File: config.mk
export PLATFORM = sky130hd
export DESIGN_NAME = univ_shift_reg
export DESIGN_NICKNAME = d
export VERILOG_FILES = /design/src/rtl/usr_pkg.sv /design/src/rtl/usr_shift_step.sv /design/src/rtl/univ_shift_reg.sv
export SDC_FILE = /design/constraint.sdc
export NUM_CORES = 1
export LEC_CHECK = 0
export CAP_MARGIN = 20
export CORE_MARGIN = 2
export CORE_UTILIZATION = 49
export CTS_CLUSTER_SIZE = 20
export DETAILED_ROUTE_END_ITERATION = 7
export GPL_TIMING_DRIVEN = 0
export PLACE_DENSITY_LB_ADDON = 0.2
export SETUP_SLACK_MARGIN = 0.1
export SLEW_MARGIN = 30
export SYNTH_ARGS = -nofsm -noshare
export SYNTH_HDL_FRONTEND = slang
export SYNTH_SLANG_ARGS = --single-unit
File: constraint.sdc
create_clock -name clk -period 4.3 [get_ports clk]
set_clock_uncertainty 0.15 [all_clocks]
set_input_delay 0.86 -clock clk [delete_from_list [all_inputs] [get_ports clk]]
set_output_delay 0.86 -clock clk [all_outputs]
set_load 0.01 [all_outputs]
File: src/rtl/usr_pkg.sv
// Shared mode codes and FSM state encoding for the universal shift register.
package usr_pkg;

  localparam logic [2:0] USR_NOP  = 3'd0;
  localparam logic [2:0] USR_LOAD = 3'd1;
  localparam logic [2:0] USR_SHL  = 3'd2;
  localparam logic [2:0] USR_SHR  = 3'd3;
  localparam logic [2:0] USR_ROL  = 3'd4;
  localparam logic [2:0] USR_ROR  = 3'd5;

  typedef enum logic {
    ST_IDLE  = 1'b0,
    ST_SHIFT = 1'b1
  } usr_state_t;

  // True for the four modes that run a multi-step burst.
  function automatic logic is_shift_mode(input logic [2:0] mode);
    return (mode == USR_SHL) || (mode == USR_SHR) || (mode == USR_ROL) || (mode == USR_ROR);
  endfunction

endpackage

File: src/rtl/usr_shift_step.sv
// One combinational shift/rotate step. Rotation muxing exists only when
// USR_ROTATE_EN is defined; otherwise ROL/ROR behave as SHL/SHR.
module usr_shift_step
  import usr_pkg::*;
#(
  parameter int WIDTH = 8
) (
  input  logic [WIDTH-1:0] cur,
  input  logic [2:0]       mode,
  input  logic             si,
  output logic [WIDTH-1:0] nxt,
  output logic             nxt_so
);

  logic left;
  logic fill;

  always_comb begin
    left = (mode == USR_SHL) || (mode == USR_ROL);
`ifdef USR_ROTATE_EN
    if (mode == USR_ROL)      fill = cur[WIDTH-1];
    else if (mode == USR_ROR) fill = cur[0];
    else                      fill = si;
`else
    fill = si;
`endif
    if (left) begin
      nxt    = {cur[WIDTH-2:0], fill};
      nxt_so = cur[WIDTH-1];
    end else begin
      nxt    = {fill, cur[WIDTH-1:1]};
      nxt_so = cur[0];
    end
  end

endmodule

File: src/rtl/univ_shift_reg.sv
// Universal shift register with command handshake and burst step count.
// Optional rotate support is enabled by defining USR_ROTATE_EN.
module univ_shift_reg
  import usr_pkg::*;
#(
  parameter int WIDTH = 8,
  parameter int CNT_W = 4
) (
  input  logic             clk,
  input  logic             rstn,
  input  logic             cmd_valid,
  output logic             cmd_ready,
  input  logic [2:0]       cmd_mode,
  input  logic [CNT_W-1:0] cmd_count,
  input  logic [WIDTH-1:0] pd,
  input  logic             si,
  input  logic             en,
  output logic [WIDTH-1:0] out,
  output logic             so,
  output logic             busy,
  output logic             done
);

  usr_state_t       state;
  logic [CNT_W-1:0] count;
  logic [2:0]       mode_q;
  logic [WIDTH-1:0] step_val;
  logic             step_so;

  usr_shift_step #(.WIDTH(WIDTH)) u_step (
    .cur    (out),
    .mode   (mode_q),
    .si     (si),
    .nxt    (step_val),
    .nxt_so (step_so)
  );

  assign busy      = (state == ST_SHIFT);
  assign cmd_ready = (state == ST_IDLE);

  always_ff @(posedge clk or negedge rstn) begin
    if (!rstn) begin
      state  <= ST_IDLE;
      count  <= '0;
      mode_q <= USR_NOP;
      out    <= '0;
      so     <= 1'b0;
      done   <= 1'b0;
    end else begin
      done <= 1'b0;
      case (state)
        ST_IDLE: begin
          if (cmd_valid) begin
            if (cmd_mode == USR_LOAD) begin
              out  <= pd;
              done <= 1'b1;
            end else if (is_shift_mode(cmd_mode) && (cmd_count != '0)) begin
              // Accept edge only latches the burst; the first step is on the next enabled edge.
              state  <= ST_SHIFT;
              count  <= cmd_count;
              mode_q <= cmd_mode;
            end else begin
              done <= 1'b1;
            end
          end
        end
        ST_SHIFT: begin
          if (en) begin
            out   <= step_val;
            so    <= step_so;
            count <= count - CNT_W'(1);
            if (count == CNT_W'(1)) begin
              state <= ST_IDLE;
              done  <= 1'b1;
            end
          end
        end
        default: state <= ST_IDLE;
      endcase
    end
  end

endmodule

==> impl_metrics.yaml <==
layout:
  regArea_um2: 450
  antenna_cells: 0
  multi_input_area_um2: 556
  nNetsFinal: 152
  syn_to_final_growth_pct: 36.7
  nFillCells: 150
  final_layout_size_suffix_gt1_share_pct: 8.53
logic_synthesis:
  synth_most_common_cell: "dfrtp_1"
  synth_seq_cells: 18
  yosysSeqAreaShare_pct: 43.5
  syn-num-nets: 116
  syn_inst: 94
  syn_area_um2: 1040
  avgSynthCellArea_um2: 11.0
  synth_commonest_cells: "dfrtp_1 (18), nand2_1 (12), mux2i_1 (10)"
  yosys_warnings: 0
  synth_top_cell_area_share_pct: 43.5
  synthFlopType: "dfrtp_1"
  async_reset_ff_share_pct: 100
  yosysTopAreaCell: "dfrtp_1"
  synth_area_leaders: "dfrtp_1 (43%), mux2i_1 (9.7%), o211ai_1 (6.5%)"
  ys_types: 27
  synth_edf_count: 0
clocking:
  cts-resized-gates: 0
  clock-root-buffer: "clkbuf_4"
  path_clk_slew_ps: 110
  cts_buffers: 3
  hold_buffers: 0
  clock_latency_ps: 300
  clk_path_buf_depth: 2
  tritoncts: "yes"
  htree_levels: 1
  cts_sinks: 18
  post_cts_buffers: 0
place:
  port_buffers: 31
  detailed_place_hpwl_um: 1690
  place.gp.congestion: 0.788
run:
  maxCapViolCount: 0
global_routing:
  track_usage_pct: 20.5
  antenna_found_initial: 0
  grt_pass1_wl_um: 3860
  grt_max_degree: 19
  grt_pass1_vias: 874
  grt_overflow: 0
min_path:
  hp-class: "reg2reg"
  holdPathStages: 2
floorplan:
  ios: 32
  die_h_um: 50.0
  core-area_um2: 1980
  start_util_pct: 52.3
  fp.dieArea_um2: 2500
  die_w_um: 50.0
  num_rows: 16
timing:
  setup_tns_ps: 0
  setup_viol: 0
  slew_headroom_pct: 44.2
  period_needed_ps: 2570
  period_share_pct: 59.8
  tightest_slew_ps: 834
  hold_viol: 0
  rsz0062_at_grt: "no"
  max_freq_mhz: 389
  slew_viol_final: 0
critical_path:
  worst-path-buf-inv: 2
  path_delay_family: "buffers and inverters"
  start_kind: "flop"
  rr_worst_depth: 5
  crit_chain: "inv_1 -> clkdlybuf4s50_1"
  crit_path_end_kind: "primary output"
  slowest_delay_ps: 570
  arrival_ps: 1560
  critPathRequiredTime_ps: 3290
  cp_slowest_cell: "clkdlybuf4s50_1"
  cp_max_fo: 9
  cp.depth: 2
  critPathKind: "reg2out"
power_and_ir_drop:
  p_leak_nw: 0.575
  seqPwrFrac_pct: 35.5
  share_comb_of_total_power_pct: 53.2
  power_density_nw_per_um2: 662
  switchingPower_mw: 0.364
  ir_worst_vdd_mv: 0.381
  clockPowerShare_pct: 11.3
  p_sw_share_pct: 38.8
  total_power_mw: 0.938
  intPower_mw: 0.574
route:
  wl_per_cell_um: 14.3
  avgViaCountPerCell: 5.60
  drtPass1Iterations: 4
  drtAntennaViolNets: 0
  via_count: 874
  route.detailed.drc: 0
  initialDrtViolationCount: 16
  wirelength_um: 2230
status:
  status: "finished, final reports clean"
## cell usage in the layout (no fill, tap or decap), drive strengths merged, types with 5 or more instances in the layout
| cell type | synthesis | layout |
|---|---|---|
| clkdlybuf4s50 | 0 | 31 |
| dfrtp | 18 | 18 |
| nand2 | 12 | 12 |
| mux2i | 10 | 10 |
| o211ai | 9 | 9 |
| or3b | 7 | 7 |
| nor2 | 6 | 6 |
| clkbuf | 2 | 6 |
| mux2 | 5 | 5 |
## tightest hold or removal path, delay by kind of cell (launching register included)
kind,cells,cell delay [ps]
simple gates,1,40
compound gates,1,60
flops,1,360
## area by class of cell
class / count / area share [%]
inverters: 3 / 0.795
multi-input cells: 70 / 39.2
plain buffers: 3 / 1.33
repair buffers: 31 / 21.9
clock buffers: 4 / 2.56
flip-flops and latches: 18 / 31.8
well taps: 27 / 2.39
## state kept, by name, indices dropped and copies added (netlist names)
register,cells
count,4
busy,1
done,1
mode_q,3
out,8
so,1
## metal layers
layer / track usage, % / wire [um] / vias to the layer above
met3: 4.55 / 139 / 5
met4: 7.87 / 32 / 0
li1: - / - / 416
met2: 35.7 / 1130 / 33
met5: 0 / 0 / -
met1: 24.2 / 931 / 420
## metrics by stage
stage,setup WS [ps],util [%],hold slack (ps),instance area [um2],cells
after floorplan,2270,-,330,1040,94
after global placement,1650,69.6,311,1380,152
after detailed placement,1630,69.6,321,1380,152
after CTS,1720,71.5,347,1420,156
after global routing,1640,71.5,383,1420,156
final,1730,71.5,339,1420,156
## power by group through the flow
stage,clock [mW],sequential (mW),combinational [mW]
4_1_cts,0.109,0.333,0.507
2_1_floorplan,0,0.342,0.302
5_1_grt,0.117,0.346,0.548
6_report,0.106,0.333,0.499
3_3_place_gp,0,0.335,0.489
3_5_place_dp,0,0.337,0.505
## final timing paths
kind | slack, ps | from | end
max | 1730 | busy | cmd_ready
min | 340 | so | so
max reg2reg | 2550 | busy | out[6]
min reg2reg | 340 | so | so
max in group asynchronous | 2600 | rstn | count[1]
min in group asynchronous | 880 | rstn | so
## cells by family after synthesis
group / count (synthesis) / share of synthesized area [%]
simple gates: 30 / 17.0
compound gates: 19 / 15.7
fa+ha+maj: 2 / 2.42
mux: 15 / 15.1
xor+xnor: 4 / 3.38
buf+inv: 6 / 2.90
flops: 18 / 43.5
No activity file was read; power rests on OpenSTA's default activity.
